===== src/rtl/mul_div_unit.sv =====
// mul_div_unit: iterative RV32M multiply/divide unit for the MEM stage.
//
// A request is accepted in IDLE on start_i. Multiplies and regular divides
// spend 32 cycles in CALC (one shift-add or restoring step per cycle), then
// one cycle in DONE with done_o high. Divide-by-zero and signed overflow
// skip CALC and go straight to DONE. All arithmetic runs on unsigned
// magnitudes; signs are reapplied only when the result is registered.
//
// State table:
//   state | meaning
//   IDLE  | waiting for start_i
//   CALC  | 32 iteration cycles, busy_o high
//   DONE  | result_o valid, done_o high for one cycle
//
// Ports:
//   clk_i     in   1   rising-edge clock
//   reset_i   in   1   synchronous active-high reset
//   start_i   in   1   request strobe
//   op_i      in   3   RV32M funct3
//   a_i       in   32  rs1 operand
//   b_i       in   32  rs2 operand
//   busy_o    out  1   stall request, high while in CALC
//   done_o    out  1   result-valid pulse, high while in DONE
//   result_o  out  32  result, held until the next DONE or reset

module mul_div_unit (
  input  logic        clk_i,
  input  logic        reset_i,
  input  logic        start_i,
  input  logic [2:0]  op_i,
  input  logic [31:0] a_i,
  input  logic [31:0] b_i,
  output logic        busy_o,
  output logic        done_o,
  output logic [31:0] result_o
);

  typedef enum logic [1:0] {
    ST_IDLE = 2'd0,
    ST_CALC = 2'd1,
    ST_DONE = 2'd2
  } state_t;

  state_t      r_state;
  logic [4:0]  r_cnt;
  logic [2:0]  r_op;
  logic        r_neg_res;   // operand signs differ: negate product / quotient
  logic        r_neg_rem;   // dividend negative: negate remainder
  logic [63:0] r_mcand;
  logic [31:0] r_mplier;
  logic [63:0] r_acc;
  logic [31:0] r_quo;
  logic [31:0] r_rem;
  logic [31:0] r_divisor;
  logic        r_busy;
  logic        r_done;
  logic [31:0] r_result;

  // Request decode on the raw inputs (used only at the acceptance edge)
  logic        w_a_signed;
  logic        w_b_signed;
  logic        w_a_neg;
  logic        w_b_neg;
  logic [31:0] w_a_mag;
  logic [31:0] w_b_mag;
  logic        w_div_zero;
  logic        w_div_ovf;
  logic [31:0] w_fast_res;

  assign w_a_signed = (op_i == 3'b000) || (op_i == 3'b001) || (op_i == 3'b010) ||
                      (op_i == 3'b100) || (op_i == 3'b110);
  assign w_b_signed = (op_i == 3'b000) || (op_i == 3'b001) ||
                      (op_i == 3'b100) || (op_i == 3'b110);
  assign w_a_neg    = w_a_signed & a_i[31];
  assign w_b_neg    = w_b_signed & b_i[31];
  // 0x80000000 maps onto itself, which is the correct unsigned magnitude
  assign w_a_mag    = w_a_neg ? (~a_i + 32'd1) : a_i;
  assign w_b_mag    = w_b_neg ? (~b_i + 32'd1) : b_i;

  assign w_div_zero = op_i[2] && (b_i == 32'd0);
  assign w_div_ovf  = op_i[2] && !op_i[0] &&
                      (a_i == 32'h8000_0000) && (b_i == 32'hFFFF_FFFF);

  // op_i[1] separates REM/REMU from DIV/DIVU
  always_comb begin
    w_fast_res = 32'd0;
    if (w_div_zero) begin
      w_fast_res = op_i[1] ? a_i : 32'hFFFF_FFFF;
    end else begin
      w_fast_res = op_i[1] ? 32'd0 : 32'h8000_0000;
    end
  end

  // One iteration step; both datapaths advance every CALC cycle and the
  // latched op picks which one is used at the end.
  logic [63:0] w_acc_nxt;
  logic [32:0] w_rem_sh;
  logic        w_ge;
  logic [31:0] w_rem_diff;
  logic [31:0] w_rem_nxt;
  logic [31:0] w_quo_nxt;

  assign w_acc_nxt  = r_mplier[0] ? (r_acc + r_mcand) : r_acc;
  assign w_rem_sh   = {r_rem, r_quo[31]};
  assign w_ge       = (w_rem_sh >= {1'b0, r_divisor});
  // When w_ge holds the true difference is below the divisor, so a 32-bit
  // modular subtract is exact.
  assign w_rem_diff = w_rem_sh[31:0] - r_divisor;
  assign w_rem_nxt  = w_ge ? w_rem_diff : w_rem_sh[31:0];
  assign w_quo_nxt  = {r_quo[30:0], w_ge};

  // Sign correction of the final step
  logic [63:0] w_prod_s;
  logic [31:0] w_quo_s;
  logic [31:0] w_rem_s;
  logic [31:0] w_calc_res;

  assign w_prod_s = r_neg_res ? (~w_acc_nxt + 64'd1) : w_acc_nxt;
  assign w_quo_s  = r_neg_res ? (~w_quo_nxt + 32'd1) : w_quo_nxt;
  assign w_rem_s  = r_neg_rem ? (~w_rem_nxt + 32'd1) : w_rem_nxt;

  always_comb begin
    w_calc_res = 32'd0;
    case (r_op)
      3'b000:                 w_calc_res = w_prod_s[31:0];
      3'b001, 3'b010, 3'b011: w_calc_res = w_prod_s[63:32];
      3'b100, 3'b101:         w_calc_res = w_quo_s;
      default:                w_calc_res = w_rem_s;
    endcase
  end

  always_ff @(posedge clk_i) begin
    if (reset_i) begin
      r_state   <= ST_IDLE;
      r_cnt     <= 5'd0;
      r_op      <= 3'd0;
      r_neg_res <= 1'b0;
      r_neg_rem <= 1'b0;
      r_mcand   <= 64'd0;
      r_mplier  <= 32'd0;
      r_acc     <= 64'd0;
      r_quo     <= 32'd0;
      r_rem     <= 32'd0;
      r_divisor <= 32'd0;
      r_busy    <= 1'b0;
      r_done    <= 1'b0;
      r_result  <= 32'd0;
    end else begin
      case (r_state)
        ST_IDLE: begin
          if (start_i) begin
            r_op      <= op_i;
            r_neg_res <= w_a_neg ^ w_b_neg;
            r_neg_rem <= w_a_neg;
            r_mcand   <= {32'd0, w_a_mag};
            r_mplier  <= w_b_mag;
            r_acc     <= 64'd0;
            r_quo     <= w_a_mag;
            r_rem     <= 32'd0;
            r_divisor <= w_b_mag;
            r_cnt     <= 5'd0;
            if (w_div_zero || w_div_ovf) begin
              r_result <= w_fast_res;
              r_state  <= ST_DONE;
              r_done   <= 1'b1;
            end else begin
              r_state  <= ST_CALC;
              r_busy   <= 1'b1;
            end
          end
        end
        ST_CALC: begin
          r_acc    <= w_acc_nxt;
          r_mcand  <= {r_mcand[62:0], 1'b0};
          r_mplier <= {1'b0, r_mplier[31:1]};
          r_quo    <= w_quo_nxt;
          r_rem    <= w_rem_nxt;
          if (r_cnt == 5'd31) begin
            r_result <= w_calc_res;
            r_state  <= ST_DONE;
            r_busy   <= 1'b0;
            r_done   <= 1'b1;
          end else begin
            r_cnt <= r_cnt + 5'd1;
          end
        end
        ST_DONE: begin
          r_state <= ST_IDLE;
          r_done  <= 1'b0;
        end
        default: begin
          r_state <= ST_IDLE;
          r_busy  <= 1'b0;
          r_done  <= 1'b0;
        end
      endcase
    end
  end

  assign busy_o   = r_busy;
  assign done_o   = r_done;
  assign result_o = r_result;

endmodule


===== config.mk =====
export PLATFORM = sky130hd
export DESIGN_NAME = mul_div_unit
export DESIGN_NICKNAME = d
export VERILOG_FILES = /design/src/rtl/mul_div_unit.sv
export SDC_FILE = /design/constraint.sdc
export NUM_CORES = 1
export LEC_CHECK = 0
export BUFFER_PORTS_ARGS = -buffer_cell sky130_fd_sc_hd__buf_2
export CAP_MARGIN = 25
export CORE_MARGIN = 8
export CORE_UTILIZATION = 45
export CTS_CLUSTER_DIAMETER = 200
export DETAILED_ROUTE_END_ITERATION = 8
export PLACE_DENSITY_LB_ADDON = 0.05
export RECOVER_POWER = 100
export SETUP_SLACK_MARGIN = 0.5
export SLEW_MARGIN = 40
export SYNTH_ARGS = -nofsm -noshare
export SYNTH_HDL_FRONTEND = slang
export SYNTH_SLANG_ARGS = --single-unit
export TNS_END_PERCENT = 30

===== constraint.sdc =====
create_clock -name clk_i -period 15.7 [get_ports clk_i]
set_input_delay 3.14 -clock clk_i [delete_from_list [all_inputs] [get_ports clk_i]]
set_output_delay 3.14 -clock clk_i [all_outputs]
set_load 0.03 [all_outputs]

==> flow_results.org <==
** Route
- Post-DR wirelength/cell :: ~27 µm
- For this run, design rule violations remaining after detail routing come to 0.
- Iteration-0 DRC count of the detailed router :: approximately 2,600
- The detailed router placed approximately 27,000 vias in this run.
- Final Routed Wirelength :: 109,000 µm
- Count of TritonRoute iterations in the first routing pass :: 6
- Using the TritonRoute via totals, the vias-per-cell ratio works out to 6.60.
- The count of nets left with antenna violations once routing finished came out at 0.

** Layout
- Post-synthesis to final-layout area growth :: 8.62%
- Of the cells placed in the final design, the portion with a size suffix greater than 1 is 7.79%.
- Leaving out fill and tap cells, the most frequent cells in the layout are nand2_1 (387), a21oi_1 (361), nor2_1 (355), dfxtp_1 (299), o21ai_0 (211).
- Utilization of the core after routing :: between 40% and 50%
- At the end of the flow, the number of nets in the layout was approximately 3,500.
- The library cell used most frequently in the layout, excluding fill and tap cells, is nand2_1.
- The finished layout holds between 4,000 and 5,000 standard cells, fillers aside.

** Logic synthesis
- The number of nets handed over by synthesis was ~3,600.
- Part of the Yosys area used for sequential elements :: 24.3%
- Average footprint of a synthesized cell :: around 7.4 µm²
- Counting distinct cell types in the post-synthesis netlist gives around 120.
- Area of the mapped netlist :: ~0.025 mm²
- In the synthesized netlist, the number of instances is 3,380.
- Flops & latches, synth :: approximately 300
- Most instantiated flip-flop cell in the synthesis netlist :: dfxtp_1
- Number of flops mapped to enable cells by yosys :: 0
- During synthesis, Yosys emitted a total of 0 warnings.
- Of all flip-flops after synthesis, the portion carrying an async set or reset was 0%.

** Timing
- Setup violations remaining at the end of the flow were counted as 0.
- Worst Clk Skew :: about 0.024 ns
- Headroom to the max-slew limit came out at -183%.
- Fin. Hold Viols :: 0
- For the pin with the worst max-slew slack, the measured transition is 4.25 ns.
- Derived from the worst setup path, the maximum achievable clock frequency is approximately 120 MHz.
- After layout, the worst path uses approximately half of the clock period.
- Post-Route Setup TNS :: 0 ns
- The count of pins over their slew limit came to between 150 and 200.
- Setup repair after global routing left no endpoint under its margin.
- For the finished layout, the period the worst path requires is 8.16 ns.

** Floorplan
- Die H :: roughly 250 µm
- During I/O placement, the number of pins put on the boundary was about 100.
- The floorplan step defined a core boundary enclosing approximately 0.055 mm².
- The die is between 200 and 300 µm wide.
- Standard-cell rows :: 86
- Initial core utilization :: 45.3%
- The die covers 0.0630 mm².

** Place
- Number of placed cells counting well taps :: between 3,000 and 4,000
- Weighted congestion reported at the end of routability-driven placement :: a little over 1
- During placement, the flow inserted port buffers numbering a little over 100.
- HPWL after DPL :: roughly 84,000 µm

** Clocking
- Clock tree from TritonCTS :: done
- The number of gates resized after CTS was 0.
- Number of buffers on the longest clock path :: 3
- Number of post-CTS setup repair buffers :: 0
- Number of hold buffers added after CTS :: 0
- The clock net in this run drives a total of 302 sinks.
- Counting the buffers created by CTS gives 39.
- Number of H-tree branching levels :: 2
- Clock transition at the register clock pins on the worst setup and hold paths after CTS :: 0.06 ns
- The later pin in the worst-skew pair is clocked with a latency of approximately 0.59 ns.
- Clock root cell :: clkbuf_16

** Run status
- The checks that failed: max-capacitance violations, max-slew violations.
- The flow ran to the end, but the final reports show violations.

** Power
- Total power for the finished layout comes to approximately 5.0 mW.
- Max VDD drop :: 167 µV
- Per report_power, the sequential group accounts for between 15 and 20% of the total.
- Of the total power, the clock network draws a little under a fifth.
- Comb pwr share :: between 60% and 70%
- Internal power comes to 2.44 mW.
- Net switching is 51.2% of the power.
- PD cells :: between 150 and 200 mW/mm²
- In this run the static leakage power is around 10 nW.
- Switching power of the nets :: between 2 and 3 mW

** Setup path
- Data on the critical path is required at its endpoint by between 15 and 20 ns.
- STA classifies the critical path startpoint as a register.
- Maximum net fanout on the critical path :: 43
- Reg2Reg Launch Point :: r_rem[5]$_SDFFE_PP0P_
- Reg2Reg Depth :: 22
- Worst r2r dst :: result_o[24]$_SDFFE_PP0P_
- In this run the register-to-register setup slack is approximately 7.5 ns.
- For the worst setup path, the data arrival time is 8.64 ns.
- Endpoint type of the worst setup path :: register
- The worst setup path is of the register to register kind.

** GRT
- The number of global-route vias before repair was about 25,000.
- Total global routing track utilization :: between 30% and 40%
- After global routing the overflow that remains totals 0.
- Global-route wire length before repair :: roughly 160,000 µm
- The initial antenna violation count was 8.
- Largest net degree at the start of global routing :: 139

** Hold path
- Hold Crit Endpoint :: r_divisor[16]$_SDFFE_PP0P_
- In this run the worst hold path is classified as register to register.
- Worst hold start :: r_divisor[16]$_SDFFE_PP0P_
- The worst hold path was traced through 2 stages.

** Job
- Count of max-cap constraint violations :: 4
-- area by class of cell --
class                   instances  area, µm²
fillers                      5583      27900
multi-input cells            2776      17600
flip-flops and latches        302       6050
clock buffers                  57       1170
well taps                     704        881
repair buffers                134        762
inverters                      81        304
clock inverters                13        166
diodes                          5       12.5
-- metal layers --
metal	global-route usage [%]	up-vias	wire (µm)	share of wire (%)
met5	0	-	31	0.029
met3	5.18	265	8220	7.6
met4	20.1	6	7420	6.8
li1	-	12500	-	-
met1	41.5	12900	44500	41
met2	52.1	1197	48600	45
-- state kept, by name (all words and copies together) (netlist names), 5 cells and up --
| signal | flops |
|---|---|
| r_divisor | 32 |
| r_mplier | 32 |
| r_acc | 64 |
| r_mcand | 64 |
| result_o | 32 |
| r_quo | 32 |
| r_rem | 32 |
| r_cnt | 5 |
-- cell families after synthesis --
group           count (synthesis)  share of synthesized area [%]
mux                            61                           2.55
xor+xnor                      191                           6.73
buf+inv                       302                           4.84
simple gates                 1190                           23.0
fa+ha+maj                     105                           5.35
compound gates               1229                           33.2
flops                         302                           24.3
-- worst max-delay path: stages (launching register included) --
cell      delay [ns]
dfxtp_1         0.40
ha_1            0.49
a21o_1          0.19
a31oi_1         0.18
o21ba_1         0.24
o211a_1         0.32
a2111o_1        0.50
a21o_1          0.44
nand2_1         0.39
clkbuf_1        1.70
a21oi_1         0.41
inv_1           0.14
ha_1            0.19
nand2_1         0.09
or3_1           0.36
nand2b_1        0.18
or4b_2          0.62
o31ai_1         0.18
and2_1          0.23
a21oi_1         0.08
xor2_1          0.31
a221oi_1        0.14
a221oi_1        0.24
-- worst max-delay path by stage --
| stage | from | endpoint | slack [ns] | depth (start not counted) |
|---|---|---|---|---|
| global placement | b_i[2] | result_o[3]$_SDFFE_PP0P_ | 8.28 | 15 |
| finish | r_rem[5]$_SDFFE_PP0P_ | result_o[24]$_SDFFE_PP0P_ | 7.54 | 22 |
| floorplan | a_i[15] | result_o[30]$_SDFFE_PP0P_ | 9.21 | 13 |
| CTS | b_i[2] | result_o[3]$_SDFFE_PP0P_ | 8.78 | 15 |
| detailed placement | b_i[2] | result_o[3]$_SDFFE_PP0P_ | 8.20 | 15 |
| global route | r_rem[5]$_SDFFE_PP0P_ | result_o[18]$_SDFFE_PP0P_ | 7.09 | 22 |
-- synthesized netlist by cell type, types with 28 or more instances --
master / instances / area [µm²]
nand2_1: 388 / 1460
a21oi_1: 361 / 1810
nor2_1: 355 / 1330
dfxtp_1: 302 / 6050
o21ai_0: 203 / 1020
a22oi_1: 191 / 1430
clkbuf_1: 149 / 559
xnor2_1: 121 / 1060
ha_1: 103 / 1290
nor3_1: 82 / 410
inv_1: 79 / 297
xor2_1: 70 / 613
nand3_1: 53 / 265
o31ai_1: 50 / 375
nand4_1: 46 / 288
mux2i_1: 43 / 430
a21o_1: 40 / 300
buf_2: 38 / 190
o21a_1: 37 / 278
or3_1: 32 / 200
or4_1: 32 / 240
a211oi_1: 30 / 225
a31oi_1: 29 / 181
nand2b_1: 28 / 175
-- per-stage QoR --
| stage | setup WS (ns) | hold WS [ns] | instance area, µm² |
|---|---|---|---|
| 6_report | 7.54 | 0.454 | 27000 |
| 5_1_grt | 7.09 | 0.480 | 27000 |
| 4_1_cts | 8.78 | 0.455 | 27100 |
| 3_5_place_dp | 8.20 | 0.448 | 25700 |
| 3_3_place_gp | 8.28 | 0.445 | 25600 |
| 2_1_floorplan | 9.21 | 0.436 | 24900 |
-- power by group through the flow --
stage	sequential [mW]	clock, mW	combinational [mW]
2_1_floorplan	0.888	0	2.15
3_3_place_gp	0.922	0	2.99
3_5_place_dp	0.924	0	3.03
4_1_cts	0.908	0.968	3.05
5_1_grt	0.918	0.996	3.34
6_report	0.912	0.956	3.12
Power figures use the tool's default switching activity.
